## config.mk

```make
export PLATFORM = sky130hd
export DESIGN_NAME = md_unit_iter_flat
export DESIGN_NICKNAME = d
export VERILOG_FILES = /design/src/rtl/md_unit_iter_if.sv /design/src/rtl/md_unit_iter.sv /design/src/flat_wrapper.sv
export SDC_FILE = /design/constraint.sdc
export NUM_CORES = 1
export LEC_CHECK = 0
export BUFFER_PORTS_ARGS = -buffer_cell sky130_fd_sc_hd__clkbuf_2
export CAP_MARGIN = 25
export CORE_MARGIN = 5
export CORE_UTILIZATION = 38
export CTS_CLUSTER_DIAMETER = 30
export DETAILED_ROUTE_END_ITERATION = 7
export PLACE_DENSITY_LB_ADDON = 0.12
export SLEW_MARGIN = 20
export SYNTH_ARGS = -nofsm -noshare
export SYNTH_HDL_FRONTEND = slang
export SYNTH_SLANG_ARGS = --single-unit
```

## constraint.sdc

```tcl
create_clock -name clk -period 10.5 [get_ports clk]
set_input_delay 1.575 -clock clk [delete_from_list [all_inputs] [get_ports clk]]
set_output_delay 1.575 -clock clk [all_outputs]
set_load 0.1 [all_outputs]
```

## src/rtl/md_unit_iter_if.sv

```systemverilog
// Operand/result bundle between the EX stage and the iterative multiply/divide unit.
// start is taken only while busy=0 and req=0; busy=1 means the unit ignores start/mthi/mtlo and the hazard unit must stall.
interface md_unit_iter_if #(parameter int WIDTH = 32);
    logic             req;
    logic             start;
    logic [3:0]       op;
    logic [WIDTH-1:0] a;
    logic [WIDTH-1:0] b;
    logic [WIDTH-1:0] hi;
    logic [WIDTH-1:0] lo;
    logic [WIDTH-1:0] out;
    logic             busy;

    modport master (output req, start, op, a, b, input hi, lo, out, busy);
    modport slave  (input req, start, op, a, b, output hi, lo, out, busy);
endinterface

```

## src/rtl/md_unit_iter.sv

```systemverilog
// Iterative radix-2 multiply / restoring divide with HI/LO accumulate (madd/msub) support.
// One bit per cycle: WIDTH calc cycles plus one fix-up cycle per operation.
module md_unit_iter #(
    parameter int WIDTH = 32
) (
    input  logic          clk,
    input  logic          reset,
    md_unit_iter_if.slave bus,
    output logic [1:0]    state_dbg
);
    localparam int CW = $clog2(WIDTH + 1);

    localparam logic [3:0] OP_MULT  = 4'd1;
    localparam logic [3:0] OP_DIV   = 4'd3;
    localparam logic [3:0] OP_DIVU  = 4'd4;
    localparam logic [3:0] OP_MADD  = 4'd5;
    localparam logic [3:0] OP_MADDU = 4'd6;
    localparam logic [3:0] OP_MSUB  = 4'd7;
    localparam logic [3:0] OP_MSUBU = 4'd8;
    localparam logic [3:0] OP_MTHI  = 4'd9;
    localparam logic [3:0] OP_MTLO  = 4'd10;
    localparam logic [3:0] OP_MFHI  = 4'd11;
    localparam logic [3:0] OP_MFLO  = 4'd12;

    typedef enum logic [1:0] {
        S_IDLE = 2'd0,
        S_CALC = 2'd1,
        S_FIX  = 2'd2
    } state_t;

    state_t             state;
    logic               busy_q;
    logic [WIDTH-1:0]   hi_q;
    logic [WIDTH-1:0]   lo_q;
    logic [WIDTH-1:0]   opnd_q;   // multiplicand or divisor magnitude
    logic [2*WIDTH-1:0] acc_q;    // product, or {remainder, quotient}
    logic [CW-1:0]      cnt;
    logic               is_div;
    logic               neg_main;
    logic               neg_rem;
    logic [1:0]         acc_mode; // 0 overwrite, 1 add to HI/LO, 2 subtract from HI/LO

    logic               launch;
    logic               op_signed;
    logic               op_div;
    logic               a_neg;
    logic               b_neg;
    logic [WIDTH-1:0]   abs_a;
    logic [WIDTH-1:0]   abs_b;

    always_comb begin
        launch    = bus.start && !bus.req && (bus.op >= OP_MULT) && (bus.op <= OP_MSUBU);
        op_signed = bus.op inside {OP_MULT, OP_DIV, OP_MADD, OP_MSUB};
        op_div    = bus.op inside {OP_DIV, OP_DIVU};
        a_neg     = op_signed && bus.a[WIDTH-1];
        b_neg     = op_signed && bus.b[WIDTH-1];
        abs_a     = a_neg ? -bus.a : bus.a;
        abs_b     = b_neg ? -bus.b : bus.b;
    end

    logic [WIDTH:0]     add_sum;
    logic [WIDTH:0]     shifted;
    logic               ge;
    logic [WIDTH-1:0]   rem_next;
    logic [2*WIDTH-1:0] step_next;

    always_comb begin
        add_sum   = {1'b0, acc_q[2*WIDTH-1:WIDTH]} + (acc_q[0] ? {1'b0, opnd_q} : '0);
        shifted   = {acc_q[2*WIDTH-1:WIDTH], acc_q[WIDTH-1]};
        ge        = shifted >= {1'b0, opnd_q};
        // remainder stays below divisor, so the difference always fits in WIDTH bits
        rem_next  = ge ? (shifted[WIDTH-1:0] - opnd_q) : shifted[WIDTH-1:0];
        step_next = is_div ? {rem_next, acc_q[WIDTH-2:0], ge}
                           : {add_sum, acc_q[WIDTH-1:1]};
    end

    logic [2*WIDTH-1:0] prod;
    logic [WIDTH-1:0]   quot;
    logic [WIDTH-1:0]   rem;
    logic [2*WIDTH-1:0] hilo_next;

    always_comb begin
        prod = neg_main ? -acc_q : acc_q;
        quot = neg_main ? -acc_q[WIDTH-1:0] : acc_q[WIDTH-1:0];
        rem  = neg_rem ? -acc_q[2*WIDTH-1:WIDTH] : acc_q[2*WIDTH-1:WIDTH];
        case (acc_mode)
            2'd1:    hilo_next = {hi_q, lo_q} + prod;
            2'd2:    hilo_next = {hi_q, lo_q} - prod;
            default: hilo_next = prod;
        endcase
        if (is_div) hilo_next = {rem, quot};
    end

    always_ff @(posedge clk) begin
        if (reset) begin
            state    <= S_IDLE;
            busy_q   <= 1'b0;
            hi_q     <= '0;
            lo_q     <= '0;
            opnd_q   <= '0;
            acc_q    <= '0;
            cnt      <= '0;
            is_div   <= 1'b0;
            neg_main <= 1'b0;
            neg_rem  <= 1'b0;
            acc_mode <= 2'd0;
        end else begin
            case (state)
                S_IDLE: begin
                    if (launch) begin
                        acc_q    <= {{WIDTH{1'b0}}, (op_div ? abs_a : abs_b)};
                        opnd_q   <= op_div ? abs_b : abs_a;
                        is_div   <= op_div;
                        // divide by zero yields an all-ones magnitude; flipping the sign
                        // makes a signed x/0 read as +1 for positive dividends
                        neg_main <= a_neg ^ b_neg ^ (op_signed && op_div && (bus.b == '0));
                        neg_rem  <= a_neg;
                        acc_mode <= (bus.op inside {OP_MADD, OP_MADDU}) ? 2'd1 :
                                    (bus.op inside {OP_MSUB, OP_MSUBU}) ? 2'd2 : 2'd0;
                        cnt      <= CW'(WIDTH);
                        busy_q   <= 1'b1;
                        state    <= S_CALC;
                    end else if (!bus.req && !bus.start) begin
                        if (bus.op == OP_MTHI) hi_q <= bus.a;
                        else if (bus.op == OP_MTLO) lo_q <= bus.a;
                    end
                end
                S_CALC: begin
                    acc_q <= step_next;
                    cnt   <= cnt - 1'b1;
                    if (cnt == CW'(1)) state <= S_FIX;
                end
                S_FIX: begin
                    {hi_q, lo_q} <= hilo_next;
                    busy_q       <= 1'b0;
                    state        <= S_IDLE;
                end
                default: state <= S_IDLE;
            endcase
        end
    end

    assign bus.hi    = hi_q;
    assign bus.lo    = lo_q;
    assign bus.busy  = busy_q;
    assign bus.out   = (bus.op == OP_MFHI) ? hi_q : (bus.op == OP_MFLO) ? lo_q : '0;
    assign state_dbg = state;
endmodule

```

## src/flat_wrapper.sv

```systemverilog
// flat-port wrapper written by rule: the top's interface ports become plain ports
module md_unit_iter_flat 
#(
    parameter int WIDTH = 32
)
  (clk, reset, state_dbg, bus_req, bus_start, bus_op, bus_a, bus_b, bus_hi, bus_lo, bus_out, bus_busy);
  md_unit_iter_if #(.WIDTH(WIDTH)) bus_i ();
  input  logic clk;
  input  logic reset;
  output logic [1:0] state_dbg;
  input wire logic [$bits(bus_i.req)-1:0] bus_req;
  input wire logic [$bits(bus_i.start)-1:0] bus_start;
  input wire logic [$bits(bus_i.op)-1:0] bus_op;
  input wire logic [$bits(bus_i.a)-1:0] bus_a;
  input wire logic [$bits(bus_i.b)-1:0] bus_b;
  output wire logic [$bits(bus_i.hi)-1:0] bus_hi;
  output wire logic [$bits(bus_i.lo)-1:0] bus_lo;
  output wire logic [$bits(bus_i.out)-1:0] bus_out;
  output wire logic [$bits(bus_i.busy)-1:0] bus_busy;
  assign bus_i.req = bus_req;
  assign bus_i.start = bus_start;
  assign bus_i.op = bus_op;
  assign bus_i.a = bus_a;
  assign bus_i.b = bus_b;
  assign bus_hi = bus_i.hi;
  assign bus_lo = bus_i.lo;
  assign bus_out = bus_i.out;
  assign bus_busy = bus_i.busy;
  md_unit_iter #(.WIDTH(WIDTH)) u_core (.clk(clk), .reset(reset), .bus(bus_i), .state_dbg(state_dbg));
endmodule
```

# After elaboration in Yosys (flattened, before gate mapping)

Cells that the tools add are included.

Multiplexer cells: 34
Add/subtract/negate cells: 10
Bitwise operators: 2
Shift operators: 0
Reductions and logical operators: 24
Eq/ne operators: 23
Div/mod/pow operators: 0
Order comparisons: 3
Multipliers: 0

Operators with widths:

| cell                  | number |
|---|---|
| $mux W32              | 17 |
| $mux W64              | 4 |
| $pmux W64 S2          | 2 |
| $neg A32 Y32          | 4 |
| $pmux W32 S2          | 2 |
| $add A64 B64 Y64      | 1 |
| $neg A64 Y64          | 1 |
| $sub A64 B64 Y64      | 1 |
| $add A32 B33 Y33      | 1 |
| $ge A33 B32 Y1        | 1 |
| $logic_not A32 Y1     | 1 |
| $sub A32 B32 Y32      | 1 |
| $eq A4 B4 Y1 const B  | 5 |
| $eq A4 B3 Y1 const B  | 4 |
| $pmux W6 S2           | 1 |
| $ne A2 B1 Y1 const B  | 5 |
| $reduce_bool A2 Y1    | 5 |
| $logic_and A1 B1 Y1   | 8 |
| $mux W2               | 4 |
| $reduce_and A2 Y1     | 4 |
| $eq A6 B1 Y1 const B  | 1 |
| $mux W6               | 1 |
| $sub A6 B1 Y6 const B | 1 |
| $reduce_and A5 Y1     | 1 |
| 15 further kinds      | 20 |

Memory bits (writable): 0
Memories: 0
Input bits: 72
Register bits after elaboration: 174
Memory bits (read-only): 0
Latch bits: 0

# Logic depth before layout (Yosys ltp)

Word-level depth: 7
Gate-level depth with buffers: 29
Gate-level depth less buffers: 25

# Worst setup path before layout

No wires, ideal clock.

Path kind: register -> register
Start: reg u_core.acc_q[0]
End: reg u_core.hi_q[28] (netlist: u_core.bus.hi[28])
Cell stages (with the launch flop): 28
Arrival time: 6.484 ns
Buffers on the path: 4
Clock period less this slack: 6.620 ns
Required time: 10.364 ns
Slack: 3.880 ns
Path through: dfxtp_1 clkbuf_1 inv_1 clkbuf_1 ha_1 nor4b_2 nand3_1 or3_1 buf_2 o31ai_2 xor2_1 nand4_1 nor4_2 and4_1 buf_2 nor2_1 xor2_1 ha_1 nand2_1 nor2_1 nand3_1 or3_1 a21oi_1 o21bai_1 a2111oi_0 o221ai_1 a2111oi_0 a311oi_1

Cells in the longest elaborated chain, start to end: 6
Elaborated cells on any way between the ends: 7

Ends and longest elaborated chain:

| item                                                 | line                                   | RTL |
|---|---|---|
| from (decl)                                          | md_unit_iter.sv:36                     | `logic [2*WIDTH-1:0] acc_q;` |
| from (signal assigned)                               | md_unit_iter.sv:111                    | `acc_q <= {{WIDTH{1'b0}}, (op_div ? abs_a : abs_b)};` |
| from (signal assigned)                               | md_unit_iter.sv:129                    | `acc_q <= step_next;` |
| $neg A64 Y64                                         | md_unit_iter.sv:83                     | `prod = neg_main ? -acc_q : acc_q;` |
| $mux W64 (*)                                         | md_unit_iter.sv:83                     |  |
| $sub A64 B64 Y64 or $add A64 B64 Y64 (tied branches) | md_unit_iter.sv:88, md_unit_iter.sv:87 |  |
| $pmux W64 S2 (*)                                     | md_unit_iter.sv:86                     | `case (acc_mode)` |
| $mux W64 (*)                                         | md_unit_iter.sv:91                     | `if (is_div) hilo_next = {rem, quot};` |
| $pmux W32 S2 (*)                                     | md_unit_iter.sv:108                    | `case (state)` |
| to (signal assigned)                                 | md_unit_iter.sv:124                    | `if (bus.op == OP_MTHI) hi_q <= bus.a;` |
| to (signal assigned)                                 | md_unit_iter.sv:134                    | `{hi_q, lo_q} <= hilo_next;` |
| to (decl)                                            | md_unit_iter.sv:33                     | `logic [WIDTH-1:0] hi_q;` |

Mark *: on every way between the ends. The rest lies on a longest branch, timed or not.
A chain may end at the register's enable or synchronous reset.

# Worst setup path after layout

Ends and elaborated chain as after synthesis.

==> run_results.csv <==
group,metric,value,unit
global_routing,antenna_found_initial,3,
synthesis,synth_seq_cells,174,
synthesis,synth_top_family_by_area,"compound AO/OA/AOI/OAI gates",
worst_setup_path,worstPathRequired,10890,ps
route,viasPerCell,6.23,
power,p_switching,1.16,mW
placed_design,placed_cells,3768,
status,status,"finished, final reports clean",
global_routing,grt_usage,30.7,%
timing,drv_slew,0,
clock_network,clkTransAtPathRegs,80,ps
worst_setup_path,end_kind,"flop",
worst_setup_path,regToRegSetupSlack,3020,ps
route,dr.pass1.iters,5,
timing,period_share,71.2,%
timing,finalSetupTns,0,ps
timing,grt_setup_unrepaired,"false",
placed_design,place.gp.congestion,0.999,
synthesis,synth_adder_area_share,8.07,%
placed_design,pre_cts_ws,2670,ps
clock_network,cts_root_buf,"clkbuf_16",
timing,whs,454,ps
synthesis,yosys.area_share.simple,21.9,%
synthesis,netlist_top_cells_area,"dfxtp_1, ha_1, xor2_1",
timing,setup-violations-final,0,
floorplanning,die-area,0.0615,mm²
synthesis,synth_nets,3241,
clock_network,cts-hold-fix-buffers,0,
cells_and_area,final_area,0.0234,mm²
synthesis,ys_types,84,
route,avgRoutedWirePerCell,25.8,µm
route,drt_first_iter_violations,2207,
power,p_int,1.38,mW
worst_setup_path,start_kind,"flop",
power,cellPowerDensity,109,mW/mm²
power,p_leak,9.40,nW
floorplanning,die_h,248,µm
global_routing,grt_overflow,0,
route,via_count,23700,
clock_network,cts.repair.resized,0,
placed_design,placed_cell_area,0.0228,mm²
route,final_antenna_net_count,0,
synthesis,async_flop_share,0,%
cells_and_area,layout-drive-gt1-share,9.49,%
clock_network,htreeDepth,4,
synthesis,synth_most_common_cell,"nor2_1",
timing,skew,18.7,ps
clock_network,cts_sinks,174,
floorplanning,row_count,87,
timing,worst_pin_slew,1020,ps
power,power,2.54,mW
floorplanning,coreArea,0.0563,mm²
timing,setup_ws,3020,ps
clock_network,cts_tree,"done",
synthesis,synth_commonest_cells,"nor2_1, a21oi_1, nand2_1",
floorplanning,initial_utilization,38.3,%
synthesis,ys_seq_area_share,16.2,%
synthesis,synth_compound_area_share,32.6,%
global_routing,grt_pass1_vias,21600,
power,pwr-share-seq,28.8,%
synthesis,synthesis.area,0.0215,mm²
cells_and_area,final_core_util,41.6,%
synthesis,synth_area_leader_cell,"dfxtp_1",
floorplanning,die_w,248,µm
clock_network,cts_buffers,17,
route,drcViolationCount,0,
synthesis,synthXorXnorAreaFrac,12.8,%
worst_hold_path,hold_path.class,"reg -> reg",
global_routing,grt_pass1_wl,143000,µm
power,ir_drop,0.142,mV
synthesis,synth_edf_count,0,
synthesis,avgSynthCellArea,7.10,µm²
clock_network,cts_buffer_depth,2,
synthesis,synthCells,3032,
cells_and_area,area_delta_synth_final,8.76,%
synthesis,synth_mux_area_share,2.99,%
run,drv_cap,0,
worst_setup_path,crit_type,"reg -> reg",
clock_network,cts_setup_buffers,0,
clock_network,clk_latency,520,ps
worst_setup_path,crit_fanout,15,
power,clock_power_share,27.3,%
floorplanning,pin_count,171,
synthesis,synth_flop_cell,"dfxtp_1",
global_routing,grt_max_degree,89,
route,wirelength,98100,µm
timing,fmax,134,MHz
power,switching_share,45.6,%
placed_design,dp_hpwl,76200,µm
placed_design,port_buffers,170,
power,combPwrFrac,43.9,%
synthesis,synth_top_area_share,16.2,%
timing,hold_viol_final,0,
synthesis,synth_warnings,0,
worst_setup_path,crit_arrival,7860,ps
cells_and_area,finalNonFillerCells,3805,
timing,period_needed,7480,ps
cells_and_area,layout.nets,3242,
timing,slew_headroom,31.8,%
## flip-flops by register name (all words and copies together) (netlist names), 2 cells and up
name / flops
u_core.acc_mode: 2
u_core.acc_q: 64
u_core.bus.hi: 32
u_core.bus.lo: 32
u_core.cnt: 6
u_core.opnd_q: 32
u_core.state_dbg: 2
## path summary, 6_finish.rpt
kind,startpoint,depth (start not counted),to
worst max register to register,u_core.acc_q[0]$_SDFFE_PP0P_,23,u_core.bus.hi[28]$_SDFFE_PP0P_
worst min-delay path,u_core.opnd_q[12]$_SDFFE_PP0P_,2,u_core.opnd_q[12]$_SDFFE_PP0P_
worst max-delay path,u_core.acc_q[0]$_SDFFE_PP0P_,23,u_core.bus.hi[28]$_SDFFE_PP0P_
worst min register to register,u_core.opnd_q[12]$_SDFFE_PP0P_,2,u_core.opnd_q[12]$_SDFFE_PP0P_
## placed cells by master, fill, tap and decap left out, drive strengths merged, types with 58 or more instances in the layout
master  synthesis  final
a21oi         295    295
mux2i          61     61
dfxtp         174    174
ha            134    134
xnor2         132    132
xor2          180    180
o21ai         158    158
nor2          317    317
inv            87     94
nor3           60     60
nand2         263    263
a211oi        127    127
nand3          58     58
clkbuf        193    187
a21o           61     61
## power groups by stage
stage | sequential (mW) | clock (mW) | combinational (mW)
finish | 0.732 | 0.693 | 1.12
global route | 0.735 | 0.734 | 1.21
CTS | 0.730 | 0.711 | 1.10
detailed placement | 0.745 | 0 | 1.09
global placement | 0.744 | 0 | 1.09
floorplan | 0.733 | 0 | 0.792
## final cells by class
| type | count | area, µm² |
|---|---|---|
| fillers | 6050 | 32900 |
| multi-input cells | 2548 | 16900 |
| flip-flops and latches | 174 | 3490 |
| repair buffers | 203 | 1110 |
| well taps | 756 | 946 |
| clock buffers | 18 | 439 |
| inverters | 89 | 334 |
| clock inverters | 14 | 148 |
| diodes | 3 | 7.51 |
## kinds of logic (layout without fill, tap and decap cells)
group,Yosys count,after routing
adders and majority gates,137,137
AOI/OAI and AO/OA,1054,1054
and+or+nand+nor,981,981
muxes,64,64
xor gates and xnor gates,312,312
DFF,174,174
other,0,3
buffers and inverters,310,324
## per-layer routing
layer  global-route usage, %  vias to the layer above  part of all wire (%)
met5                       0                        -                 0.013
li1                        -                    11200                     -
met2                    46.4                     1016                    43
met4                    11.9                        2                   4.0
met3                    4.52                      138                   8.2
met1                    44.1                    11300                    45
## worst max-delay path: stages, from the launching register on
cell	delay (ps)
dfxtp_1	410
inv_1	130
ha_1	270
nor4b_2	560
nand3_1	370
or3_1	720
o31ai_2	330
xor2_1	390
nand4_1	250
nor3_1	330
nand3_1	140
nor2_1	410
a21oi_1	160
xor2_1	190
ha_1	410
nand3_1	130
or3_1	430
a21oi_1	180
o21bai_1	160
a2111oi_0	430
dlymetal6s2s_1	240
o221ai_1	200
a2111oi_0	430
a311oi_1	70
Note: power is estimated with default switching activity, not from simulation.
